===== src/rtl/turfio_hub_ctrl_if.sv =====
// turfio_hub_ctrl_if
// WISHBONE classic slave bundle for the TURFIO hub.
//   wb_cyc_i/wb_stb_i/wb_we_i : bus cycle, strobe, write enable (master -> hub)
//   wb_adr_i                  : byte address, ADR_BITS wide
//   wb_dat_i/wb_sel_i         : write data and byte selects
//   wb_dat_o                  : read data, valid only while a response is driven
//   wb_ack_o/wb_err_o/wb_rty_o: one-cycle response pulses (hub -> master)
// Handshake: a request is valid while cyc&stb are high; the hub answers with
// exactly one single-cycle ack, err or rty pulse. The master holds the request
// stable until that pulse and then drops stb. Dropping cyc abandons the request.
interface turfio_hub_ctrl_if #(
  parameter int ADR_BITS = 15
);
  logic                wb_cyc_i;
  logic                wb_stb_i;
  logic                wb_we_i;
  logic [ADR_BITS-1:0] wb_adr_i;
  logic [31:0]         wb_dat_i;
  logic [3:0]          wb_sel_i;
  logic [31:0]         wb_dat_o;
  logic                wb_ack_o;
  logic                wb_err_o;
  logic                wb_rty_o;

  modport master (
    output wb_cyc_i, wb_stb_i, wb_we_i, wb_adr_i, wb_dat_i, wb_sel_i,
    input  wb_dat_o, wb_ack_o, wb_err_o, wb_rty_o
  );

  modport slave (
    input  wb_cyc_i, wb_stb_i, wb_we_i, wb_adr_i, wb_dat_i, wb_sel_i,
    output wb_dat_o, wb_ack_o, wb_err_o, wb_rty_o
  );
endinterface


===== src/rtl/turfio_hub_ctrl.sv =====
// turfio_hub_ctrl
// WISHBONE hub plus control/status registers for the TURFIO links and banks.
// Ports:
//   clk_i, rst_i        : system clock, asynchronous active-high reset
//   wb                  : WISHBONE slave bundle (turfio_hub_ctrl_if.slave)
//   lnk_*_o / lnk_*_i   : per-link WISHBONE master side (strobes one-hot per link,
//                         address/data/sel broadcast)
//   mmcm_locked_i, idelay_rdy_i : asynchronous per-bank status
//   mmcm_rst_o, idelay_rst_o, bank_rst_o : per-bank resets
//   dbg_state           : current hub FSM state
// Address bit ADR_BITS-1 picks local registers (0) or a link window (1).
module turfio_hub_ctrl #(
  parameter int NUM_IF        = 4,
  parameter int ADR_BITS      = 15,
  parameter int NUM_BANK      = 2,
  parameter int TIMEOUT       = 255,
  parameter int RST_PULSE_LEN = 16,
  localparam int NUM_IF_BITS  = (NUM_IF > 1) ? $clog2(NUM_IF) : 1,
  localparam int SUB_BITS     = ADR_BITS - 1 - NUM_IF_BITS
) (
  input  logic                       clk_i,
  input  logic                       rst_i,
  turfio_hub_ctrl_if.slave           wb,
  output logic [NUM_IF-1:0]          lnk_cyc_o,
  output logic [NUM_IF-1:0]          lnk_stb_o,
  output logic [NUM_IF-1:0]          lnk_we_o,
  output logic [NUM_IF*SUB_BITS-1:0] lnk_adr_o,
  output logic [31:0]                lnk_dat_o,
  output logic [3:0]                 lnk_sel_o,
  input  logic [NUM_IF*32-1:0]       lnk_dat_i,
  input  logic [NUM_IF-1:0]          lnk_ack_i,
  input  logic [NUM_IF-1:0]          lnk_err_i,
  input  logic [NUM_IF-1:0]          lnk_rty_i,
  input  logic [NUM_BANK-1:0]        mmcm_locked_i,
  input  logic [NUM_BANK-1:0]        idelay_rdy_i,
  output logic [NUM_BANK-1:0]        mmcm_rst_o,
  output logic [NUM_BANK-1:0]        idelay_rst_o,
  output logic [NUM_BANK-1:0]        bank_rst_o,
  output logic [1:0]                 dbg_state
);
  typedef enum logic [1:0] {S_IDLE, S_LRESP, S_REMOTE, S_RRESP} state_t;
  state_t state, state_nxt;

  // Request decode
  logic                   req, is_link, lwr;
  logic [NUM_IF_BITS-1:0] dec_idx;
  logic [1:0]             reg_idx;
  assign req     = wb.wb_cyc_i & wb.wb_stb_i;
  assign is_link = wb.wb_adr_i[ADR_BITS-1];
  assign dec_idx = (NUM_IF == 1) ? '0 : wb.wb_adr_i[ADR_BITS-2 -: NUM_IF_BITS];
  assign reg_idx = wb.wb_adr_i[3:2];
  assign lwr     = (state == S_IDLE) && req && !is_link && wb.wb_we_i;

  // Latched link request and response
  logic [NUM_IF_BITS-1:0] idx_q;
  logic [SUB_BITS-1:0]    adr_q;
  logic                   we_q;
  logic [3:0]             sel_q;
  logic [31:0]            wdat_q, dat_q;
  logic                   rsp_ack_q, rsp_err_q, rsp_rty_q;
  logic [15:0]            cnt_q;

  // Control / status state
  logic [NUM_BANK-1:0] mmcm_rst_q, bank_rst_q, idelay_act;
  logic [7:0]          pulse_q [NUM_BANK];
  logic [NUM_BANK-1:0] lock_s1, lock_s2, lock_p, rdy_s1, rdy_s2, rdy_p;
  logic [NUM_BANK-1:0] stk_lock, stk_rdy, clr_lock, clr_rdy;
  logic [15:0]         to_cnt;

  logic sel_ack, sel_err, sel_rty, lnk_hit, at_limit, timeout_evt;
  assign sel_ack     = lnk_ack_i[idx_q];
  assign sel_err     = lnk_err_i[idx_q];
  assign sel_rty     = lnk_rty_i[idx_q];
  assign lnk_hit     = sel_ack | sel_err | sel_rty;
  assign at_limit    = (cnt_q == 16'(TIMEOUT - 1));
  assign timeout_evt = (state == S_REMOTE) && wb.wb_cyc_i && !lnk_hit && at_limit;

  // W1C masks; a simultaneous fall wins because set is OR-ed after clear
  assign clr_lock = (lwr && reg_idx == 2'd2 && wb.wb_sel_i[0]) ? wb.wb_dat_i[NUM_BANK-1:0] : '0;
  assign clr_rdy  = (lwr && reg_idx == 2'd2 && wb.wb_sel_i[1]) ? wb.wb_dat_i[8 +: NUM_BANK] : '0;

  always_comb begin
    for (int k = 0; k < NUM_BANK; k++) idelay_act[k] = (pulse_q[k] != 8'd0);
  end

  logic [31:0] local_rdata;
  always_comb begin
    local_rdata = '0;
    case (reg_idx)
      2'd0: begin
        local_rdata[NUM_BANK-1:0]    = mmcm_rst_q;
        local_rdata[8 +: NUM_BANK]   = idelay_act;
        local_rdata[16 +: NUM_BANK]  = bank_rst_q;
      end
      2'd1: begin
        local_rdata[NUM_BANK-1:0]    = lock_s2;
        local_rdata[8 +: NUM_BANK]   = rdy_s2;
      end
      2'd2: begin
        local_rdata[NUM_BANK-1:0]    = stk_lock;
        local_rdata[8 +: NUM_BANK]   = stk_rdy;
      end
      default: local_rdata = {8'(NUM_BANK), 8'(NUM_IF), to_cnt};
    endcase
  end

  // FSM: state register
  always_ff @(posedge clk_i or posedge rst_i) begin
    if (rst_i) state <= S_IDLE;
    else       state <= state_nxt;
  end

  // FSM: next state
  always_comb begin
    state_nxt = state;
    case (state)
      S_IDLE:   if (req) state_nxt = is_link ? S_REMOTE : S_LRESP;
      S_LRESP:  state_nxt = S_IDLE;
      S_REMOTE: begin
        if (!wb.wb_cyc_i)              state_nxt = S_IDLE;
        else if (lnk_hit || at_limit)  state_nxt = S_RRESP;
      end
      default:  state_nxt = S_IDLE;
    endcase
  end

  // FSM: outputs, derived only from registered state
  always_comb begin
    wb.wb_dat_o = '0;
    wb.wb_ack_o = 1'b0;
    wb.wb_err_o = 1'b0;
    wb.wb_rty_o = 1'b0;
    lnk_cyc_o   = '0;
    lnk_stb_o   = '0;
    lnk_we_o    = '0;
    case (state)
      S_LRESP: begin
        wb.wb_ack_o = 1'b1;
        wb.wb_dat_o = dat_q;
      end
      S_REMOTE: begin
        lnk_cyc_o[idx_q] = 1'b1;
        lnk_stb_o[idx_q] = 1'b1;
        lnk_we_o[idx_q]  = we_q;
      end
      S_RRESP: begin
        wb.wb_ack_o = rsp_ack_q;
        wb.wb_err_o = rsp_err_q;
        wb.wb_rty_o = rsp_rty_q;
        wb.wb_dat_o = dat_q;
      end
      default: ;
    endcase
  end

  assign lnk_adr_o    = {NUM_IF{adr_q}};
  assign lnk_dat_o    = wdat_q;
  assign lnk_sel_o    = sel_q;
  assign mmcm_rst_o   = mmcm_rst_q;
  assign bank_rst_o   = bank_rst_q;
  assign idelay_rst_o = idelay_act;
  assign dbg_state    = state;

  // Datapath
  always_ff @(posedge clk_i or posedge rst_i) begin
    if (rst_i) begin
      idx_q <= '0; adr_q <= '0; we_q <= 1'b0; sel_q <= '0;
      wdat_q <= '0; dat_q <= '0; cnt_q <= '0;
      rsp_ack_q <= 1'b0; rsp_err_q <= 1'b0; rsp_rty_q <= 1'b0;
      mmcm_rst_q <= '0; bank_rst_q <= '0;
      for (int k = 0; k < NUM_BANK; k++) pulse_q[k] <= 8'd0;
      lock_s1 <= '0; lock_s2 <= '0; lock_p <= '0;
      rdy_s1 <= '0; rdy_s2 <= '0; rdy_p <= '0;
      stk_lock <= '0; stk_rdy <= '0; to_cnt <= '0;
    end else begin
      if (state == S_IDLE && req) begin
        if (is_link) begin
          idx_q  <= dec_idx;
          adr_q  <= wb.wb_adr_i[SUB_BITS-1:0];
          we_q   <= wb.wb_we_i;
          sel_q  <= wb.wb_sel_i;
          wdat_q <= wb.wb_dat_i;
        end else begin
          dat_q  <= local_rdata;
        end
      end

      if (state == S_REMOTE && wb.wb_cyc_i) begin
        cnt_q <= cnt_q + 16'd1;
        if (lnk_hit) begin
          rsp_ack_q <= sel_ack;
          rsp_err_q <= sel_err;
          rsp_rty_q <= sel_rty;
          dat_q     <= lnk_dat_i[idx_q*32 +: 32];
        end else if (at_limit) begin
          rsp_ack_q <= 1'b0;
          rsp_err_q <= 1'b1;
          rsp_rty_q <= 1'b0;
        end
      end else begin
        cnt_q <= '0;
      end

      if (lwr && reg_idx == 2'd0) begin
        if (wb.wb_sel_i[0]) mmcm_rst_q <= wb.wb_dat_i[NUM_BANK-1:0];
        if (wb.wb_sel_i[2]) bank_rst_q <= wb.wb_dat_i[16 +: NUM_BANK];
      end

      // A new start always reloads the full length, even mid-pulse
      for (int k = 0; k < NUM_BANK; k++) begin
        if (lwr && reg_idx == 2'd0 && wb.wb_sel_i[1] && wb.wb_dat_i[8+k])
          pulse_q[k] <= 8'(RST_PULSE_LEN);
        else if (pulse_q[k] != 8'd0)
          pulse_q[k] <= pulse_q[k] - 8'd1;
      end

      lock_s1 <= mmcm_locked_i; lock_s2 <= lock_s1; lock_p <= lock_s2;
      rdy_s1  <= idelay_rdy_i;  rdy_s2  <= rdy_s1;  rdy_p  <= rdy_s2;
      stk_lock <= (stk_lock & ~clr_lock) | (lock_p & ~lock_s2);
      stk_rdy  <= (stk_rdy  & ~clr_rdy)  | (rdy_p  & ~rdy_s2);

      if (lwr && reg_idx == 2'd3)
        to_cnt <= '0;
      else if (timeout_evt && to_cnt != 16'hFFFF)
        to_cnt <= to_cnt + 16'd1;
    end
  end
endmodule


===== src/flat_wrapper.sv =====
// flat-port wrapper written by rule: the top's interface ports become plain ports
module turfio_hub_ctrl_flat 
#(
  parameter int NUM_IF        = 4,
  parameter int ADR_BITS      = 15,
  parameter int NUM_BANK      = 2,
  parameter int TIMEOUT       = 255,
  parameter int RST_PULSE_LEN = 16,
  localparam int NUM_IF_BITS  = (NUM_IF > 1) ? $clog2(NUM_IF) : 1,
  localparam int SUB_BITS     = ADR_BITS - 1 - NUM_IF_BITS
)
  (clk_i, rst_i, lnk_cyc_o, lnk_stb_o, lnk_we_o, lnk_adr_o, lnk_dat_o, lnk_sel_o, lnk_dat_i, lnk_ack_i, lnk_err_i, lnk_rty_i, mmcm_locked_i, idelay_rdy_i, mmcm_rst_o, idelay_rst_o, bank_rst_o, dbg_state, wb_wb_cyc_i, wb_wb_stb_i, wb_wb_we_i, wb_wb_adr_i, wb_wb_dat_i, wb_wb_sel_i, wb_wb_dat_o, wb_wb_ack_o, wb_wb_err_o, wb_wb_rty_o);
  turfio_hub_ctrl_if #(.ADR_BITS(ADR_BITS)) wb_i ();
  input  logic clk_i;
  input  logic rst_i;
  output logic [NUM_IF-1:0] lnk_cyc_o;
  output logic [NUM_IF-1:0] lnk_stb_o;
  output logic [NUM_IF-1:0] lnk_we_o;
  output logic [NUM_IF*SUB_BITS-1:0] lnk_adr_o;
  output logic [31:0] lnk_dat_o;
  output logic [3:0] lnk_sel_o;
  input  logic [NUM_IF*32-1:0] lnk_dat_i;
  input  logic [NUM_IF-1:0] lnk_ack_i;
  input  logic [NUM_IF-1:0] lnk_err_i;
  input  logic [NUM_IF-1:0] lnk_rty_i;
  input  logic [NUM_BANK-1:0] mmcm_locked_i;
  input  logic [NUM_BANK-1:0] idelay_rdy_i;
  output logic [NUM_BANK-1:0] mmcm_rst_o;
  output logic [NUM_BANK-1:0] idelay_rst_o;
  output logic [NUM_BANK-1:0] bank_rst_o;
  output logic [1:0] dbg_state;
  input wire logic [$bits(wb_i.wb_cyc_i)-1:0] wb_wb_cyc_i;
  input wire logic [$bits(wb_i.wb_stb_i)-1:0] wb_wb_stb_i;
  input wire logic [$bits(wb_i.wb_we_i)-1:0] wb_wb_we_i;
  input wire logic [$bits(wb_i.wb_adr_i)-1:0] wb_wb_adr_i;
  input wire logic [$bits(wb_i.wb_dat_i)-1:0] wb_wb_dat_i;
  input wire logic [$bits(wb_i.wb_sel_i)-1:0] wb_wb_sel_i;
  output wire logic [$bits(wb_i.wb_dat_o)-1:0] wb_wb_dat_o;
  output wire logic [$bits(wb_i.wb_ack_o)-1:0] wb_wb_ack_o;
  output wire logic [$bits(wb_i.wb_err_o)-1:0] wb_wb_err_o;
  output wire logic [$bits(wb_i.wb_rty_o)-1:0] wb_wb_rty_o;
  assign wb_i.wb_cyc_i = wb_wb_cyc_i;
  assign wb_i.wb_stb_i = wb_wb_stb_i;
  assign wb_i.wb_we_i = wb_wb_we_i;
  assign wb_i.wb_adr_i = wb_wb_adr_i;
  assign wb_i.wb_dat_i = wb_wb_dat_i;
  assign wb_i.wb_sel_i = wb_wb_sel_i;
  assign wb_wb_dat_o = wb_i.wb_dat_o;
  assign wb_wb_ack_o = wb_i.wb_ack_o;
  assign wb_wb_err_o = wb_i.wb_err_o;
  assign wb_wb_rty_o = wb_i.wb_rty_o;
  turfio_hub_ctrl #(.NUM_IF(NUM_IF), .ADR_BITS(ADR_BITS), .NUM_BANK(NUM_BANK), .TIMEOUT(TIMEOUT), .RST_PULSE_LEN(RST_PULSE_LEN)) u_core (.clk_i(clk_i), .rst_i(rst_i), .wb(wb_i), .lnk_cyc_o(lnk_cyc_o), .lnk_stb_o(lnk_stb_o), .lnk_we_o(lnk_we_o), .lnk_adr_o(lnk_adr_o), .lnk_dat_o(lnk_dat_o), .lnk_sel_o(lnk_sel_o), .lnk_dat_i(lnk_dat_i), .lnk_ack_i(lnk_ack_i), .lnk_err_i(lnk_err_i), .lnk_rty_i(lnk_rty_i), .mmcm_locked_i(mmcm_locked_i), .idelay_rdy_i(idelay_rdy_i), .mmcm_rst_o(mmcm_rst_o), .idelay_rst_o(idelay_rst_o), .bank_rst_o(bank_rst_o), .dbg_state(dbg_state));
endmodule

===== config.mk =====
export PLATFORM = sky130hd
export DESIGN_NAME = turfio_hub_ctrl_flat
export DESIGN_NICKNAME = d
export VERILOG_FILES = /design/src/rtl/turfio_hub_ctrl_if.sv /design/src/rtl/turfio_hub_ctrl.sv /design/src/flat_wrapper.sv
export SDC_FILE = /design/constraint.sdc
export NUM_CORES = 1
export LEC_CHECK = 0
export BUFFER_PORTS_ARGS = -buffer_cell sky130_fd_sc_hd__buf_4
export CAP_MARGIN = 10
export CORE_UTILIZATION = 30
export CTS_CLUSTER_SIZE = 8
export DETAILED_ROUTE_END_ITERATION = 12
export PLACE_DENSITY = 0.57
export SLEW_MARGIN = 20
export SYNTH_ARGS = -nofsm -noshare
export SYNTH_HDL_FRONTEND = slang
export SYNTH_SLANG_ARGS = --single-unit

===== constraint.sdc =====
create_clock -name clk_i -period 11.82 [get_ports clk_i]
set_input_delay 0 -clock clk_i [delete_from_list [all_inputs] [get_ports clk_i]]
set_output_delay 0 -clock clk_i [all_outputs]
set_load 0.005 [all_outputs]

-- After elaboration in Yosys (flattened, before gate mapping)
Index checks and enable logic that the tools add are counted.
- bits of input ports: 200
- output and inout port bits: 139
- register bits after elaboration: 156
- word-level logic and storage cells: 132
- reduce and logical (&&, ||, !) cells: 34
- bitwise operators: 14
- eq/ne operators: 10
- add/subtract/negate cells: 4
- mux-type cells: 43
- magnitude comparators: 2
- shift operators: 1
- operators by type and width (cell ; count):
    two-way mux 32 bit ; 5
    indexed part select 128 x 8 -> 32 bit ; 1
    two-way mux 16 bit ; 3
    two-way mux 8 bit ; 5
    adder 16 x 1 -> 16 bit (second input constant) ; 2
    == test 16 x 8 -> 1 bit (second input constant) ; 1
    logical AND 1 bit ; 16
    != test 16 bit (second input constant) ; 1
    nonzero test 8 bit ; 2
    subtractor 8 x 1 -> 8 bit (second input constant) ; 2
    two-way mux 2 bit ; 7
    two-way mux 6 bit ; 2
    case mux 2 bit (3 select lines) ; 2
    two-way mux 1 bit ; 11
    AND reduction 2 bit ; 5
    bitwise AND 2 bit ; 4
    == test 2 bit (second input constant) ; 4
    two-way mux 4 bit ; 2
    NOT 2 bit ; 4
    nonzero test 2 bit ; 4
    binary-select mux 1 bit (select 2 bit) ; 3
    bitwise AND 4 bit ; 1
    == test 2 x 1 -> 1 bit (second input constant) ; 2
    logical NOT 2 bit ; 2
    other kinds (14) ; 17

-- Longest topological paths before layout
Gate-level depths: netlist of run 1.
- depth after elaboration: 10
- gate-level depth with buffers: 8

-- Worst setup path after synthesis of run 1
OpenSTA, ideal clock, no wires.
- kind: flip-flop to flip-flop
- start point: reg u_core.idx_q[0]
- end point: reg u_core.to_cnt[12]
- arrival: 2.073 ns
- setup time: 0.078 ns
- stages on the path, launching flop included: 8
- data required time: 11.742 ns
- slack: 9.669 ns
- path through: dfrtp_1 > buf_6 > mux4_2 > nor3_4 > nand3_2 > buf_6 > or4_1 > a21oi_1
- longest elaborated chain between the ends: 9
- elaborated cells between the ends (all ways): 13
- ends and longest elaborated chain (item ; RTL line ; RTL):
    start: declaration ; turfio_hub_ctrl.sv:55 ; logic [NUM_IF_BITS-1:0] idx_q;
    start signal: assignment ; turfio_hub_ctrl.sv:178 ; idx_q <= dec_idx;
    binary-select mux 1 bit (select 2 bit), on equally long branches ; turfio_hub_ctrl.sv:71, turfio_hub_ctrl.sv:72 ;
    two-way mux 1 bit, on equally long branches ; turfio_hub_ctrl.sv:71, turfio_hub_ctrl.sv:72 ;
    OR 1 bit ; turfio_hub_ctrl.sv:74 ; assign lnk_hit = sel_ack | sel_err | sel_rty;
    OR 1 bit * ; turfio_hub_ctrl.sv:74 ;
    logical NOT 1 bit * ; turfio_hub_ctrl.sv:76 ; assign timeout_evt = (state == S_REMOTE) && wb.wb_cyc_i && !lnk_hit && at_limit;
    logical AND 1 bit * (2 in a row) ; turfio_hub_ctrl.sv:76 ;
    logical AND 1 bit * ; turfio_hub_ctrl.sv:224 ; else if (timeout_evt && to_cnt != 16'hFFFF)
    nonzero test 2 bit (no line) * ; -- ;
    end signal: assignment ; turfio_hub_ctrl.sv:225 ; to_cnt <= to_cnt + 16'd1;
    end: declaration ; turfio_hub_ctrl.sv:68 ; logic [15:0] to_cnt;
Mark *: on every way between the ends. The rest lies on a longest branch, timed or not. The select of a mux whose other input is x is not followed.
A chain may end at the register's enable or synchronous reset.

-- Worst setup path after layout of run 1
- start point: reg u_core.idx_q[0]
- end point: reg u_core.to_cnt[8]
The elaborated chain is that of the path after synthesis.

==> run metrics, run 1 <==
Leakage=5.51 nW; CTS root buf=clkbuf_16; worst-margin pin slew=between 0.9 and 1 ns; Filler cells=about 2500; Synth area leaders=dfrtp_1 48%, mux4_2 10%, mux2_2 7.9%; Peak VDD IR=~100 µV; n_diodes=0; post_cts resized=0; drt total wl=between 20000 and 30000 µm; # IOs=339; Pwr Total=1.81 mW; Comb pwr share=30.5%; max-cap violations=0; FFs w/ async S/R, synth=100%; max-slew violation count=0; Yosys top cell area share=47.9%; remaining global-route overflow=0; I/O Buffers=338; slowest stage cell on the critical path=mux4_2; Placed Area=approximately 11000 µm²; Clock Path Buffers=2; design area=approximately 12000 µm²; critical path launch point type=register; hpwl dp=about 18000 µm; Area Growth Syn to Fin=48.1%; die area=~28000 µm²; drt via density=4.84; most common cell after layout, fill and taps aside=buf_4; share of power burned in registers=40.5%; die height=167 µm; initial core utilization=between 30% and 40%; WP data required=~12 ns; power share of the clock group=between 20% and 30%; Row Count=59; final net count=between 1000 and 1500; layout cell share with drive strength beyond 1=42.8%; DR WL/cell=17.8 µm; Die Width=~170 µm; Cell variety after synth=48; synthesized area per cell=around 11 µm²; Final Hold Viols=0; sequential share of the synthesized area=a little under half; CP endpoint kind=register; initial antenna violation count=0; Max Clk Rate=about 330 MHz; CP Class=reg2reg; number of global-route vias before repair=7309; worst-path cell chain=buf_4 -> mux4_2 -> nor3_4 -> o2111ai_2 -> or3_1 -> a21oi_1; Mapped Cells=roughly 750; minimum clock period=3.05 ns; warning count from the yosys run=0; Net Sw Power=between 500 and 600 µW; skew final=between 0.01 and 0.015 ns; CTS tree=yes; syn_nets=952; Routed Antenna Nets=0; net switching fraction of the power=between 30 and 40%; routed via count=7054; Worst Path Arrival=roughly 3.4 ns; Post-synth EDFFs=0; GRT Util Overall=a little under a fifth; Reg clk slew, reported paths=0.07 ns; Int Power=~1.3 mW; Main synth FF type=dfrtp_1; final RePlAce weighted congestion=slightly below 0.8; worst-path fanout max=34; Power Density=150 nW/µm²; pin count of the biggest net entering global routing=85; Sink Count=roughly 160; DRT iter0 DRCs=about 330; setup tns final=0 ns; global-route wire length before repair=40700 µm; clk_lat worst skew=roughly 0.43 ns; RSZ-0062 raised after global routing=false; area of the mapped netlist=8160 µm²; post-synth top area cell=dfrtp_1; DRC=0; outcome=finished, final reports clean; number of H-tree levels=4; Synth Register Bits=around 160; final setup violation count=0; area of the core=approximately 26000 µm²; TritonRoute pass-1 iters=4; most frequent cells in the layout=346 x buf_4, 154 x dfrtp_1, 82 x dlygate4sd3_1; Slowest Stage Delay on Critical Path=0.65 ns; relative slew slack=between 30 and 40%; TritonCTS Buffers=17; HP Class=in2reg; fin crit share=25.8%
[state kept, by name (all words and copies together) (netlist names), 4 cells and up]
| register | count |
|---|---|
| u_core.dat_q | 32 |
| u_core.lnk_dat_o | 32 |
| u_core.cnt_q | 16 |
| u_core.pulse_q | 16 |
| u_core.to_cnt | 16 |
| u_core.adr_q | 12 |
| u_core.lnk_sel_o | 4 |
[through the flow]
stage | utilization [%] | hold WS [ns] | setup WS, ns | cells
2_1_floorplan | - | 0.0314 | 7.61 | 746
6_report | 45.8 | 0.0129 | 8.77 | 1458
5_1_grt | 45.8 | 0.0210 | 8.49 | 1458
3_5_place_dp | 40.6 | 0.111 | 8.49 | 1344
4_1_cts | 45.8 | 0.00553 | 8.49 | 1458
3_3_place_gp | 40.6 | 0.111 | 8.62 | 1344
[worst max-delay path, delay by kind of cell, from the launching register on]
kind | cells | cell delay, ns
compound gates | 2 | 0.53
buf+inv | 1 | 0.58
flops | 1 | 0.43
mux | 1 | 0.65
simple gates | 2 | 0.77
[synthesized netlist by cell type (all sizes together) (9+ instances only)]
cell,instances
inv,21
mux2,57
o21ai,24
clkbuf,35
or4,9
and2,38
or3,11
xor2,13
buf,48
mux4,37
nand3,30
nor2,71
dfrtp,156
a221oi,12
nor3,13
a21oi,27
nand4,11
xnor2,9
nand2,62
[layer usage]
layer / wire length (µm) / share of wire [%] / vias up / GRT usage, %
met5: 0 / 0 / - / 0
met4: 230 / 0.89 / 0 / 3.46
met3: 1910 / 7.3 / 18 / 5.75
met2: 12900 / 50 / 249 / 32.2
met1: 10900 / 42 / 3441 / 23.2
li1: - / - / 3346 / -
[layout make-up]
type	count	area (µm²)	share of cell area, %
sequential	156	3910	32.3
multi-input combinational	486	3700	30.7
timing repair buffer	428	3420	28.3
clock buffer	18	439	3.64
tap	335	419	3.47
clock inverter	14	109	0.901
inverter	21	83.8	0.694
[path summary, 6_finish.rpt]
kind | end | depth (start not counted) | from | slack (ns)
worst max-delay path | u_core.to_cnt[8] | 6 | u_core.idx_q[0] | 8.77
worst min-delay path | u_core.dat_q[13] | 4 | lnk_dat_i[13] | 0.01
min in group asynchronous | u_core.lnk_dat_o[20] | 3 | rst_i | 0.29
worst min register to register | u_core.rdy_s2[0] | 0 | u_core.rdy_s1[0] | 0.35
worst max register to register | u_core.to_cnt[8] | 6 | u_core.idx_q[0] | 8.77
max in group asynchronous | u_core.dat_q[8] | 4 | rst_i | 10.10
[power groups by stage]
stage | logic (mW) | registers (mW) | clock network, mW
after global routing | 0.603 | 0.750 | 0.559
after floorplan | 0.323 | 0.721 | 0
final | 0.552 | 0.731 | 0.523
after detailed placement | 0.523 | 0.740 | 0
after global placement | 0.517 | 0.736 | 0
after CTS | 0.560 | 0.732 | 0.535
[kinds of logic (layout without fill, tap and decap cells)]
family,after synthesis,in the layout,synth area share [%]
flip-flops,156,156,47.9
adder cells (fa/ha/maj),6,6,0.920
AO/OA/AOI/OAI,86,86,6.66
AND/OR/NAND/NOR,278,278,17.3
XOR/XNOR,22,22,2.36
buffers and inverters,104,481,6.84
multiplexers,94,94,18.1
[timing repair]
action	4_1_cts	5_1_grt
buffers inserted	0	0
hold buffers	82	0
endpoints found under the hold margin	158	0
(Power assumes the default switching activity.)
==> run 2, diff against run 1 <==
- PLACE_DENSITY: 0.57 -> 0.59
- clock period: 11.82 -> 2.7 ns (I/O delays scaled with it)
==> run metrics, run 2 (synthesis results as in run 1) <==
outcome=finished, final reports clean; worst-path fanout max=32 (-5.9%); worst-margin pin slew=0.942 ns (+0.00450 ns); Leakage=5.54 nW (+0.63%); hpwl dp=18600 µm (+0.72%); Pwr Total=8.01 mW (+340%); CP Class=reg2reg; drt total wl=25500 µm (-1.9%); relative slew slack=37.1% (-0.37 points); Setup WS pre-CTS=0.341 ns (-8.14 ns); Final Hold Viols=0 (unchanged); die area=27900 µm² (unchanged); CTS root buf=clkbuf_16; layout cell share with drive strength beyond 1=43.5% (+0.62 points); crit path from=u_core.idx_q[0]; flop2flop setup slack=0.22 ns (-8.55 ns); critical path launch point type=register; Power Density=661 nW/µm² (+340%); Peak VDD IR=455 µV (+340%); TritonRoute pass-1 iters=4 (unchanged); Post-Layout Cell Count=1460 (+0.14%); Max Clk Rate=404 MHz (+23%); initial antenna violation count=2 (+2); Row Count=59 (unchanged); GRT Util Overall=18.6% (-0.16 points); Worst Path Arrival=2.79 ns (-0.61 ns); DRT iter0 DRCs=326 (-2.4%); Reg clk slew, reported paths=0.08 ns (about the same); placed cells=1352 (+0.60%); DR WL/cell=17.4 µm (-2.0%); max-slew violation count=0 (unchanged); Sink Count=156 (unchanged); number of global-route vias before repair=7490 (+2.5%); design area=12100 µm² (+0.38%); clk_lat worst skew=0.43 ns (about the same); Die Width=167 µm (unchanged); die height=167 µm (unchanged); remaining global-route overflow=0 (unchanged); skew final=0.0149 ns (+0.000936 ns); Placed Area=10800 µm² (+0.90%); I/O Buffers=338 (unchanged); pin count of the biggest net entering global routing=92 (+8.2%); HP Class=in2reg; fin crit share=91.7% (+66 points); most common cell after layout, fill and taps aside=buf_4; worst setup margin=0.224 ns (-8.55 ns); CTS tree=yes; TritonCTS Buffers=17 (unchanged); Filler cells=2492 (-0.72%); WP data required=3.01 ns (-9.16 ns); setup tns final=0 ns (unchanged); DRC=0 (unchanged); area of the core=26400 µm² (unchanged); drt via density=4.86 (+0.40%); Area Growth Syn to Fin=48.7%; final design utilization=46.0% (+0.18 points); post_cts resized=0 (unchanged); initial core utilization=31.0% (unchanged); minimum clock period=2.48 ns (-0.572 ns); Clock Path Buffers=2 (unchanged); RSZ-0062 raised after global routing=false; # IOs=339 (unchanged); CP endpoint kind=register; most frequent cells in the layout=351 x buf_4, 154 x dfrtp_1, 74 x dlygate4sd3_1; final net count=1316 (unchanged); number of H-tree levels=4 (unchanged); setup bufs post-CTS=0 (unchanged); global-route wire length before repair=40400 µm (-0.70%); routed via count=7092 (+0.54%); Routed Antenna Nets=0 (unchanged); Hold Path Origin=lnk_dat_i[15]; max-cap violations=0 (unchanged); final RePlAce weighted congestion=0.786 (about the same); reg2reg start=u_core.idx_q[0]; Fin Hold WS=0.0154 ns (+0.00250 ns); final setup violation count=0 (unchanged)
==> run 2: changes by cell type in the layout (fill, tap and decap cells not counted), sizes merged <==
cell / before / now
buf: 346 / 354
dlygate4sd3: 82 / 74
inv: 27 / 31
clkinv: 4 / 1
diode: 0 / 2
clkinvlp: 4 / 3
==> run 2: layer usage <==
layer	routed length [µm]	share of wire, %	up-vias	track usage (%)
met5	0	0	-	0
met4	643	2.5	0	6.88
met3	1570	6.2	30	4.97
met2	12800	50	255	32.2
met1	10500	41	3457	22.0
li1	-	-	3350	-
==> run 2: cell type report <==
| cell class | instances | area (µm²) | share of cell area (%) |
|---|---|---|---|
| multi-input cells | 486 | 3700 | 30.5 |
| well taps | 335 | 419 | 3.46 |
| repair buffers | 428 | 3440 | 28.3 |
| clock buffers | 18 | 439 | 3.62 |
| flip-flops and latches | 156 | 3910 | 32.2 |
| clock inverters | 14 | 140 | 1.16 |
| inverters | 21 | 82.6 | 0.681 |
| diodes | 2 | 5.00 | 0.0413 |
==> run 2: path summary, 6_finish.rpt <==
kind,depth (start not counted),endpoint
worst max-delay path,5,u_core.dat_q[29]
worst min-delay path,4,u_core.dat_q[15]
worst max register to register,5,u_core.dat_q[29]
worst min register to register,0,u_core.lock_s2[0]
max in group asynchronous,4,u_core.idx_q[0]
min in group asynchronous,4,u_core.lnk_dat_o[31]
==> run 2: repair_timing <==
action / CTS / global route
endpoints found under the hold margin: 228 / 0
hold buffers: 74 / 0
endpoints found under the setup margin: 0 / 0
==> run 2: report_power, final <==
part | switching (mW) | internal, mW
Sequential | 0.369 | 2.84
Clock | 1.11 | 1.26
Combinational | 0.968 | 1.47
==> run 2: critical path: stages (launching register included) <==
cell and delay, ns:
dfrtp_2 0.48, buf_4 0.58, mux4_2 0.59, dlygate4sd3_1 0.59
nand2_1 0.07, nand2_1 0.05
==> run 3, diff against run 2 <==
- BUFFER_PORTS_ARGS: -buffer_cell sky130_fd_sc_hd__buf_4 -> unset
- DONT_BUFFER_PORTS: unset -> 1
- PLACE_DENSITY: 0.59 -> 0.47
- clock period: 2.7 -> 2.95 ns (I/O delays scaled with it)
==> run metrics, run 3 (synthesis results as in run 1) <==
global-route wire length before repair=36500 µm (-9.6%); initial antenna violation count=3 (+1); drt via density=5.21 (+7.3%); number of global-route vias before repair=6487 (-13%); RSZ-0062 raised after global routing=false; worst-margin pin slew=0.877 ns (-0.0655 ns); number of H-tree levels=4 (unchanged); Reg clk slew, reported paths=0.07 ns (about the same); Placed Area=8250 µm² (-24%); most common cell after layout, fill and taps aside=dfrtp_1; initial core utilization=31.0% (unchanged); Hold Path Origin=lnk_dat_i[9]; Pwr Total=6.79 mW (-15%); layout cell share with drive strength beyond 1=18.2% (-25 points); CP endpoint kind=register; hold path cells=3 (-1); final design utilization=38.2% (-7.8 points); pin count of the biggest net entering global routing=51 (-45%); die height=167 µm (unchanged); final net count=1029 (-22%); worst-path fanout max=11 (-66%); area of the core=26400 µm² (unchanged); max-cap violations=0 (unchanged); Area Growth Syn to Fin=23.5%; TritonCTS Buffers=17 (unchanged); GR Layer Usage met1=19.5% (-2.5 points); drt total wl=23800 µm (-6.7%); minimum clock period=2.71 ns (+0.239 ns); setup tns final=0 ns (unchanged); hpwl dp=17200 µm (-7.6%); Leakage=4.09 nW (-26%); most frequent cells in the layout=154 x dfrtp_1, 123 x dlygate4sd3_1, 70 x nor2_1; CTS root buf=clkbuf_16; final setup violation count=0 (unchanged); met3 Use GR=4.99% (+0.024 points); Final Hold Viols=0 (unchanged); register area=3910 µm² (unchanged); Filler cells=2533 (+1.6%); Die Width=167 µm (unchanged); routed via count=6118 (-14%); busiest grt layer=met2; I/O Buffers=0 (-100%); design area=10100 µm² (-17%); DRC=0 (unchanged); TritonRoute pass-1 iters=7 (+3); # IOs=339 (unchanged); remaining global-route overflow=0 (unchanged); Clock Path Buffers=2 (unchanged); Power Density=674 nW/µm² (+2.0%); Row Count=59 (unchanged); final RePlAce weighted congestion=0.820 (+4.2%); Peak VDD IR=325 µV (-29%); WP data required=3.26 ns (+0.25 ns); HP Class=in2reg; Max Clk Rate=368 MHz (-8.8%); DRT iter0 DRCs=403 (+24%); fin crit share=92.0% (+0.32 points); DR WL/cell=20.2 µm (+16%); relative slew slack=40.0% (+2.9 points); Sink Count=156 (unchanged); CTS tree=yes; reg2reg start=u_core.dbg_state[1]; clk_lat worst skew=0.43 ns (about the same); critical path launch point type=register; Routed Antenna Nets=0 (unchanged); CP Class=reg2reg; crit path from=u_core.dbg_state[1]; Fin Hold WS=0.0161 ns (+0.000731 ns); met2 Use GR=30.5% (-1.7 points); skew final=0.0132 ns (-0.00169 ns); outcome=finished, final reports clean; die area=27900 µm² (unchanged); area of the multi-input gates=3700 µm² (unchanged); Worst Path Arrival=3.02 ns (+0.23 ns); path depth of the worst reg2reg path=7 (+2); max-slew violation count=0 (unchanged); GRT Util Overall=17.1% (-1.5 points)
## run 3: cell types whose count changed in the layout (fill, tap and decap cells not counted), sizes merged
cell | previous run | this run
clkinvlp | 3 | 4
clkbuf | 18 | 19
inv | 31 | 26
dlygate4sd3 | 74 | 123
bufinv | 0 | 1
clkinv | 1 | 3
buf | 354 | 18
diode | 2 | 3
## run 3: final cells by class
class	count	area share, %
antenna	3	0.0745
clock buffer	19	4.50
clock inverter	13	1.29
inverter	21	0.820
multi-input combinational	486	36.7
sequential	156	38.8
tap	335	4.16
timing repair buffer	141	13.7
## run 3: critical path, cell delays in order (launching register included)
cell and delay [ns]:
dfrtp_1 0.38, buf_4 0.21, nor3b_1 0.31, and2_1 0.42, and3_1 0.32, nand2_1 0.12
mux2_2 0.28, dlygate4sd3_1 0.56
## run 3: timing repair
action,in CTS,in global routing
gates resized for setup,0,0
hold buffers,123,0
setup buffers,0,0
hold endpoints to repair,157,0
## run 3: power by group
group / internal (mW) / switching [mW]
logic: 0.917 / 0.660
clock network: 1.23 / 0.950
registers: 2.60 / 0.436
total: 4.74 / 2.05
## run 3: path summary, 6_finish.rpt
path | to | slack, ns
max in group asynchronous | u_core.idx_q[1] | 1.90
min in group asynchronous | u_core.adr_q[0] | 0.20
setup reg to reg | u_core.mmcm_rst_o[1] | 0.24
setup / recovery | u_core.mmcm_rst_o[1] | 0.24
hold / removal | u_core.dat_q[9] | 0.02
hold reg to reg | u_core.lock_s2[0] | 0.35
## run 3: routing by layer
| metal | vias to the layer above | part of all wire, % |
|---|---|---|
| li1 | 2782 | - |
| met1 | 3078 | 40 |
| met2 | 239 | 52 |
| met3 | 19 | 6.6 |
| met4 | 0 | 1.4 |
| met5 | - | 0 |
## run 3: through the flow
step,std cells,setup WS (ns)
global route,1174,0.113
CTS,1171,0.236
finish,1174,0.236
global placement,1016,0.502
detailed placement,1016,0.427
floorplan,746,0.799
